### src/rtl/pipe_ctrl.sv
// Stall/flush/bubble sequencing, data-memory handshake and WB->EX forwarding
// for the IF | EX/MEM | WB pipeline. Define PIPE_PERF_CNT_EN for stall/flush counters.
module pipe_ctrl #(
  parameter int unsigned MEM_TIMEOUT = 15,
  parameter int unsigned CNT_W       = 8
) (
  input  logic       i_clk,
  input  logic       i_rst,
  input  logic       i_ex_mem_req,
  input  logic       i_ex_mem_wr,
  input  logic       i_ex_br_taken,
  input  logic [4:0] i_ex_rs1,
  input  logic [4:0] i_ex_rs2,
  input  logic [4:0] i_wb_rd,
  input  logic       i_wb_regwr,
  input  logic       i_dmem_ready,
  output logic       o_dmem_req,
  output logic       o_dmem_we,
  output logic       o_pc_en,
  output logic       o_ifex_flush,
  output logic       o_wb_bubble,
  output logic       o_fwd_a,
  output logic       o_fwd_b,
  output logic       o_bus_err,
  output logic       o_busy
`ifdef PIPE_PERF_CNT_EN
  ,
  output logic [31:0] o_stall_cnt,
  output logic [31:0] o_flush_cnt
`endif
);

  // state    | meaning
  // S_RUN    | pipeline advancing; zero-wait accesses complete here
  // S_MEM_WAIT | access outstanding, pipeline stalled, wait counter running
  // S_ERR    | memory timed out; pipeline frozen until reset
  typedef enum logic [1:0] {
    S_RUN      = 2'd0,
    S_MEM_WAIT = 2'd1,
    S_ERR      = 2'd2
  } state_t;

  localparam logic [CNT_W-1:0] LP_TIMEOUT = CNT_W'(MEM_TIMEOUT);
  localparam logic [CNT_W-1:0] LP_CNT_MAX = '1;

  state_t           r_state;
  state_t           w_state_nxt;
  logic [CNT_W-1:0] r_cnt;
  logic [CNT_W-1:0] w_cnt_nxt;
  logic             r_we;
  logic             w_we_nxt;
  logic             r_bus_err;
  logic             w_bus_err_nxt;

  logic w_req;
  logic w_we;
  logic w_pc_en;
  logic w_flush;
  logic w_bubble;
  logic w_fwd_a;
  logic w_fwd_b;

  always_ff @(posedge i_clk) begin
    if (i_rst) begin
      r_state   <= S_RUN;
      r_cnt     <= '0;
      r_we      <= 1'b0;
      r_bus_err <= 1'b0;
    end else begin
      r_state   <= w_state_nxt;
      r_cnt     <= w_cnt_nxt;
      r_we      <= w_we_nxt;
      r_bus_err <= w_bus_err_nxt;
    end
  end

  always_comb begin
    w_state_nxt   = r_state;
    w_cnt_nxt     = r_cnt;
    w_we_nxt      = r_we;
    w_bus_err_nxt = r_bus_err;
    w_req         = 1'b0;
    w_we          = 1'b0;
    w_pc_en       = 1'b0;
    w_flush       = 1'b0;
    w_bubble      = 1'b1;
    case (r_state)
      S_RUN: begin
        if (i_ex_mem_req) begin
          // a memory op wins over a coincident branch
          w_req    = 1'b1;
          w_we     = i_ex_mem_wr;
          w_we_nxt = i_ex_mem_wr;
          if (i_dmem_ready) begin
            w_pc_en  = 1'b1;
            w_bubble = 1'b0;
          end else begin
            w_state_nxt = S_MEM_WAIT;
            w_cnt_nxt   = CNT_W'(1);
          end
        end else begin
          w_pc_en  = 1'b1;
          w_bubble = 1'b0;
          w_flush  = i_ex_br_taken;
        end
      end
      S_MEM_WAIT: begin
        w_req = 1'b1;
        w_we  = r_we;
        if (i_dmem_ready) begin
          // a branch held during the stall is flushed on the completion cycle
          w_pc_en     = 1'b1;
          w_bubble    = 1'b0;
          w_flush     = i_ex_br_taken;
          w_state_nxt = S_RUN;
          w_cnt_nxt   = '0;
        end else if (r_cnt >= LP_TIMEOUT) begin
          w_state_nxt   = S_ERR;
          w_bus_err_nxt = 1'b1;
        end else if (r_cnt != LP_CNT_MAX) begin
          w_cnt_nxt = r_cnt + CNT_W'(1);
        end
      end
      S_ERR: begin
        w_state_nxt = S_ERR;
      end
      default: begin
        w_state_nxt = S_RUN;
        w_cnt_nxt   = '0;
      end
    endcase
  end

  assign w_fwd_a = i_wb_regwr & (i_wb_rd != 5'd0) & (i_wb_rd == i_ex_rs1);
  assign w_fwd_b = i_wb_regwr & (i_wb_rd != 5'd0) & (i_wb_rd == i_ex_rs2);

  // reset overrides the FSM view so a mid-access reset drops the request at once
  assign o_dmem_req   = ~i_rst & w_req;
  assign o_dmem_we    = ~i_rst & w_we;
  assign o_pc_en      = ~i_rst & w_pc_en;
  assign o_ifex_flush =  i_rst | w_flush;
  assign o_wb_bubble  =  i_rst | w_bubble;
  assign o_fwd_a      = w_fwd_a & ~o_wb_bubble;
  assign o_fwd_b      = w_fwd_b & ~o_wb_bubble;
  assign o_bus_err    = r_bus_err;
  assign o_busy       = ~i_rst & (r_state != S_RUN);

`ifdef PIPE_PERF_CNT_EN
  logic [31:0] r_stall_cnt;
  logic [31:0] r_flush_cnt;

  always_ff @(posedge i_clk) begin
    if (i_rst) begin
      r_stall_cnt <= '0;
      r_flush_cnt <= '0;
    end else begin
      if (!o_pc_en)     r_stall_cnt <= r_stall_cnt + 32'd1;
      if (o_ifex_flush) r_flush_cnt <= r_flush_cnt + 32'd1;
    end
  end

  assign o_stall_cnt = r_stall_cnt;
  assign o_flush_cnt = r_flush_cnt;
`endif

endmodule

### config.mk
export PLATFORM = sky130hd
export DESIGN_NAME = pipe_ctrl
export DESIGN_NICKNAME = d
export VERILOG_FILES = /design/src/rtl/pipe_ctrl.sv
export SDC_FILE = /design/constraint.sdc
export NUM_CORES = 1
export LEC_CHECK = 0
export ABC_AREA = 1
export ABC_CLOCK_PERIOD_IN_PS = 1430
export CAP_MARGIN = 5
export CORE_MARGIN = 4
export CORE_UTILIZATION = 40
export CTS_BUF_LIST = sky130_fd_sc_hd__clkbuf_4 sky130_fd_sc_hd__clkbuf_8
export DETAILED_ROUTE_END_ITERATION = 12
export GPL_TIMING_DRIVEN = 0
export PLACE_DENSITY = 0.8
export SYNTH_ARGS = -nofsm -noshare
export SYNTH_HDL_FRONTEND = slang
export SYNTH_SLANG_ARGS = --single-unit
### constraint.sdc
create_clock -name i_clk -period 1.43 [get_ports i_clk]
set_clock_uncertainty 0.1 [all_clocks]
set_input_delay 0.2145 -clock i_clk [delete_from_list [all_inputs] [get_ports i_clk]]
set_output_delay 0.2145 -clock i_clk [all_outputs]
set_load 0.02 [all_outputs]
# Yosys cells after proc, flatten, opt, wreduce, memory -nomap -nowiden
# Cells that the tools add are included.
[totals]
input_bits = 22
register_bits = 12
[op_classes]
add_sub_neg = 1
eq_ne = 10
reduce_logical = 7
muxes = 24
bitwise = 15
order_cmp = 1
[ops]
columns = ["op", "count"]
rows = [
  ["8-bit two-way mux", 5],
  ["8-bit one-hot mux with 3 select lines", 1],
  ["5-bit == test", 2],
  ["1-bit one-hot mux with 2 select lines", 5],
  ["1-bit bitwise AND", 9],
  ["3-bit != test, second input constant", 3],
  ["8-bit by 1-bit adder with 8-bit output, second input constant", 1],
  ["8-bit by 4-bit >= comparator with 1-bit output, second input constant", 1],
  ["1-bit two-way mux", 8],
  ["2-bit two-way mux", 4],
  ["8-bit != test, second input constant", 1],
  ["2-bit one-hot mux with 3 select lines", 1],
  ["3-bit AND reduction", 2],
  ["5-bit AND reduction", 1],
  ["5-bit nonzero test", 1],
  ["2-bit != test, second input constant", 2],
  ["1-bit NOT", 4],
  ["2-bit by 1-bit == test with 1-bit output, second input constant", 1],
  ["2-bit == test, second input constant", 1],
  ["2-bit logical NOT", 1],
  ["1-bit bitwise OR", 2],
  ["2-bit AND reduction", 1],
  ["2-bit nonzero test", 1],
]

# Longest topological paths before layout
# Gate-level depths: netlist of run 1.
[depth]
ltp_word = 6
mapped_depth = 8

# Least setup slack after synthesis of run 1
# Ideal clock, no wire load.
[synth_timing]
kind = "flip-flop to output port"
startpoint = "register r_state[1]"
endpoint = "output port o_fwd_a"
t_arrival_ns = 1.217
stages_incl_launch_ff = 7
path_buffers = 0
t_required_ns = 1.116
path_slack_ns = -0.102
cell_sequence = "dfxtp_1 nor2_1 nand2_2 a21oi_1 nor2_1 nand2_2 nor2_1"
[synth_between]
elab_chain_len = 5
word_cells_on_any_way = 6
cone_classes = "eq/ne (1); mux (1); bitwise (3); reduce/logical (1)"
[synth_lines]
columns = ["element", "line", "source"]
rows = [
  ["start: declaration", "46", "state_t r_state;"],
  ["start signal: assignment", "70", "r_state <= w_state_nxt;"],
  ["2-bit by 1-bit == test with 1-bit output or 2-bit logical NOT (tied branches)", "87", "case (r_state)"],
  ["1-bit one-hot mux with 2 select lines *", "87", ""],
  ["1-bit bitwise OR *", "142", "assign o_wb_bubble = i_rst | w_bubble;"],
  ["via o_wb_bubble", "21", "output logic o_wb_bubble,"],
  ["1-bit NOT *", "143", "assign o_fwd_a = w_fwd_a & ~o_wb_bubble;"],
  ["1-bit bitwise AND *", "143", ""],
  ["end: declaration", "22", "output logic o_fwd_a,"],
]
# The timed path passes the listed nets; every way through them passes the cells marked *.

# Final worst setup path of run 1
[layout_timing]
startpoint = "register r_state[1]"
endpoint = "output port o_ifex_flush"
[layout_between]
elab_chain_len = 3
word_cells_on_any_way = 4
cone_classes = "eq/ne (1); mux (1); bitwise (1); reduce/logical (1)"
[layout_lines]
columns = ["element", "line", "source"]
rows = [
  ["2-bit by 1-bit == test with 1-bit output or 2-bit logical NOT (tied branches)", "87", ""],
  ["1-bit one-hot mux with 2 select lines *", "87", ""],
  ["1-bit bitwise OR *", "141", "assign o_ifex_flush = i_rst | w_flush;"],
  ["end: declaration", "20", "output logic o_ifex_flush,"],
]
# Mark *: on every way between the ends. The rest lies on a longest branch, timed or not.

==> run_results.csv, run 1 <==
group,metric,value,unit
routing,wl_per_cell,13.9,um
clock_tree,insertion_delay,280,ps
worst_setup_path,path_buf_inv,2,
logic_synthesis,synth_area,777,um2
outcome,violations,"negative setup slack",
logic_synthesis,ys_ff_latch,12,
pwr,internal_power,0.665,mW
clock_tree,numCtsBuffers,3,
layout,area_delta_synth_final,64.3,%
worst_setup_path,path_delay_family,"flip-flops",
layout,final-seq-area,249,um2
logic_synthesis,yosys.area_share.simple,0.383,
place,gp_congestion,0.847,
floorplan,initial_utilization,0.436,
global_routing,overflow,0,
worst_setup_path,crit_top_cell,"buf_4",
clock_tree,clk_pin_slew,80,ps
clock_tree,htreeDepth,1,
timing,final_max_slew_viol_count,0,
logic_synthesis,synth_top_family_by_area,"simple AND/OR/NAND/NOR gates",
place,dp_cells,172,
worst_setup_path,slowest_delay,380,ps
floorplan,dieArea,2710,um2
worst_setup_path,path_cells,"buf_4 > o31ai_4 > nand3_1 > nand2_1 > buf_4",
logic_synthesis,synth_area_leaders,"dfxtp_1, nand2_1, nor2_1",
worst_setup_path,reg2regPathDepth,7,
timing,worst_pin_slew,276,ps
min_path,hold_start,"r_cnt[4]$_SDFFE_PP0P_",
clock_tree,cts_sinks,12,
layout,final_cells,185,
timing,relSlewSlack,0.816,
pwr,switchingPower,0.305,mW
pwr,power_frac_seq,0.378,
worst_setup_path,reg2reg_from,"r_cnt[0]$_SDFFE_PP0P_",
clock_tree,ctsHoldBuffers,0,
pwr,peakVddDrop,0.000790,V
timing,rsz0062_at_grt,"true",
logic_synthesis,synth_xor_area_frac,0.124,
layout,multi_input_area,548,um2
logic_synthesis,syn_area_per_cell,6.64,um2
worst_setup_path,cp.arrival,1390,ps
worst_setup_path,cp_slowest_cell,"dfxtp_4",
logic_synthesis,synth.top_cell.area_share,0.309,
worst_setup_path,end_kind,"output pin",
layout,nNetsFinal,184,
worst_setup_path,worstSetupPathType,"reg -> out",
logic_synthesis,synthAdderAreaFrac,0.0161,
pwr,cellPowerDensity,760,nW/um2
global_routing,antenna_found_initial,0,
logic_synthesis,ys.warnings.count,0,
logic_synthesis,yosysSeqAreaShare,0.309,
timing,setup_ws,-270,ps
timing,final_hold_viol_count,0,
routing,first_iter_violations,21,
routing,drc,0,
timing,setup_violations,8,
clock_tree,cts_root_buffer,"clkbuf_4",
logic_synthesis,yosysTopAreaCell,"dfxtp_1",
timing,finalCritPeriodShare,1.19,
routing,ant_nets,0,
worst_setup_path,critPathMaxFanout,4,
floorplan,die_w,52.1,um
layout,drive_gt1_frac,0.294,
place,io_buffer_count,30,
global_routing,grt_use_total,0.171,
logic_synthesis,synth_compound_area_frac,0.105,
pwr,p_clk_frac,0.281,
worst_setup_path,rr_endpoint,"r_cnt[0]$_SDFFE_PP0P_",
min_path,holdPathEnd,"r_cnt[4]$_SDFFE_PP0P_",
place,dpl_worst_slack,-767,ps
worst_setup_path,reg2reg_slack,80,ps
layout,diodes,0,
timing,layout_min_cycle_time,1700,ps
logic_synthesis,syn_inst,117,
worst_setup_path,critPathRequiredTime,1120,ps
clock_tree,cts_tree,"yes",
routing,first_pass_iters,4,
pwr,pwr-share-comb,0.341,
outcome,status,"finished with violations",
global_routing,grt_pass1_wl,3.47,mm
min_path,hold_depth,2,
logic_synthesis,synthMuxAreaShare,0,
min_path,hold_class,"reg -> reg",
global_routing,grt_pass1_vias,826,
clock_tree,clock_tree.buffer_depth,2,
worst_setup_path,critical_path.startpoint_type,"flip-flop",
global_routing,grt_max_degree,11,
logic_synthesis,synth_nets,140,
floorplan,die_h,52.1,um
routing,drt-total-wl,2.58,mm
timing,max_freq,588,MHz
floorplan,num_io_pins,31,
routing,via_count,918,
layout,fill_cells,135,
floorplan,rows,15,
pwr,cellLeakagePower,0.595,nW
place,dp_hpwl,1.54,mm
logic_synthesis,yosysUniqueCellTypes,19,
floorplan,core,1780,um2
run,maxCapViolations,0,
routing,vias_per_cell,4.96,
pwr,p_sw_frac,0.314,
-- worst max path at each step --
stage	startpoint	endpoint	depth (start not counted)	slack, ps
after CTS	r_state[0]$_SDFFE_PP0P_	o_fwd_b	7	-200
after detailed placement	i_wb_rd[1]	o_fwd_a	7	-770
after global routing	r_state[1]$_SDFFE_PP0P_	o_fwd_b	7	-330
after floorplan	r_state[1]$_SDFFE_PP0P_	o_fwd_a	6	-30
after global placement	i_wb_rd[1]	o_fwd_a	7	-710
final	r_state[1]$_SDFFE_PP0P_	o_ifex_flush	5	-270
-- synth_stat cells --
cell / instances
o21bai_4: 1
inv_2: 1
nand2_4: 2
o21ai_1: 1
nor2_1: 25
dfxtp_1: 12
nand2_1: 25
o21ai_0: 1
clkbuf_1: 1
a21oi_1: 9
xor2_1: 7
nand2_2: 4
nor2_2: 1
nand3_1: 9
o31ai_1: 1
inv_1: 11
xnor2_1: 4
nor2_4: 1
ha_1: 1
-- worst min-delay path: cells and delay by family, from the launching register on --
| kind | cells | cell delay (ps) |
|---|---|---|
| flip-flops | 1 | 310 |
| AND/OR/NAND/NOR | 2 | 90 |
-- cell families (layout without fill, tap and decap cells) --
logic type | count (synthesis) | after routing
simple gates | 67 | 67
compound gates | 13 | 13
flops | 12 | 12
fa+ha+maj | 1 | 1
xor+xnor | 11 | 11
buf+inv | 13 | 56
-- state kept, by name, summed over array words and instances (netlist names) --
name and count:
o_bus_err 1, r_cnt 8, r_state 2, r_we 1
-- power groups by stage --
| stage | combinational, mW | sequential [mW] | clock (mW) |
|---|---|---|---|
| 5_1_grt | 0.356 | 0.369 | 0.302 |
| 2_1_floorplan | 0.147 | 0.369 | 0 |
| 4_1_cts | 0.283 | 0.364 | 0.276 |
| 3_5_place_dp | 0.265 | 0.372 | 0 |
| 3_3_place_gp | 0.259 | 0.371 | 0 |
| 6_report | 0.331 | 0.367 | 0.272 |
-- final cells by class --
class | count | share of cell area
Multi-Input combinational cell | 92 | 0.429
Timing Repair Buffer | 39 | 0.275
Sequential cell | 12 | 0.195
Inverter | 12 | 0.0373
Clock buffer | 4 | 0.0284
Tap cell | 25 | 0.0245
Buffer | 1 | 0.0108
-- per-layer routing --
layer,share of wire,track usage
met1,0.39,0.190
met2,0.53,0.291
met3,0.065,0.0630
met4,0.014,0.0699
met5,0,0
-- cells in the final DEF, fill, tap and decap left out, types with 2 or more instances in the layout --
cell              n
nor2_1           21
nor2_2            4
inv_1            10
nand2_1          23
nand2_2           4
buf_4            13
buf_6             4
clkdlybuf4s50_1  12
dlygate4sd2_1    10
a21oi_1           6
nand2_4           4
clkbuf_4          3
clkbuf_8          2
a21oi_2           3
xnor2_1           4
xor2_1            7
dfxtp_4           2
nor2_4            2
dfxtp_1           9
nand3_1           8
-- per-stage QoR --
stage,utilization,setup TNS (ps),power [mW],hold WS [ps],cell area [um2]
5_1_grt,0.716,-2120,1.03,373,1280
3_3_place_gp,0.625,-6440,0.630,325,1110
3_5_place_dp,0.625,-6750,0.638,332,1110
6_report,0.716,-1590,0.970,341,1280
4_1_cts,0.672,-1070,0.923,343,1200
2_1_floorplan,-,-67.8,0.517,262,782
-- repair_timing --
action,CTS,global route
buffers inserted,5,4
gates resized for setup,63,14
pin swaps,9,3
setup endpoints to repair,9,11
No activity file was read; power rests on OpenSTA's default activity.
==> run 2, diff against run 1 <==
--- a/config.mk
+++ b/config.mk
@@ -14,6 +14,7 @@
 export DETAILED_ROUTE_END_ITERATION = 12
 export GPL_TIMING_DRIVEN = 0
 export PLACE_DENSITY = 0.8
+export RECOVER_POWER = 50
 export SYNTH_ARGS = -nofsm -noshare
 export SYNTH_HDL_FRONTEND = slang
 export SYNTH_SLANG_ARGS = --single-unit
==> results of run 2 <==
Final layout, timing and power as in run 1 (identical DEF).
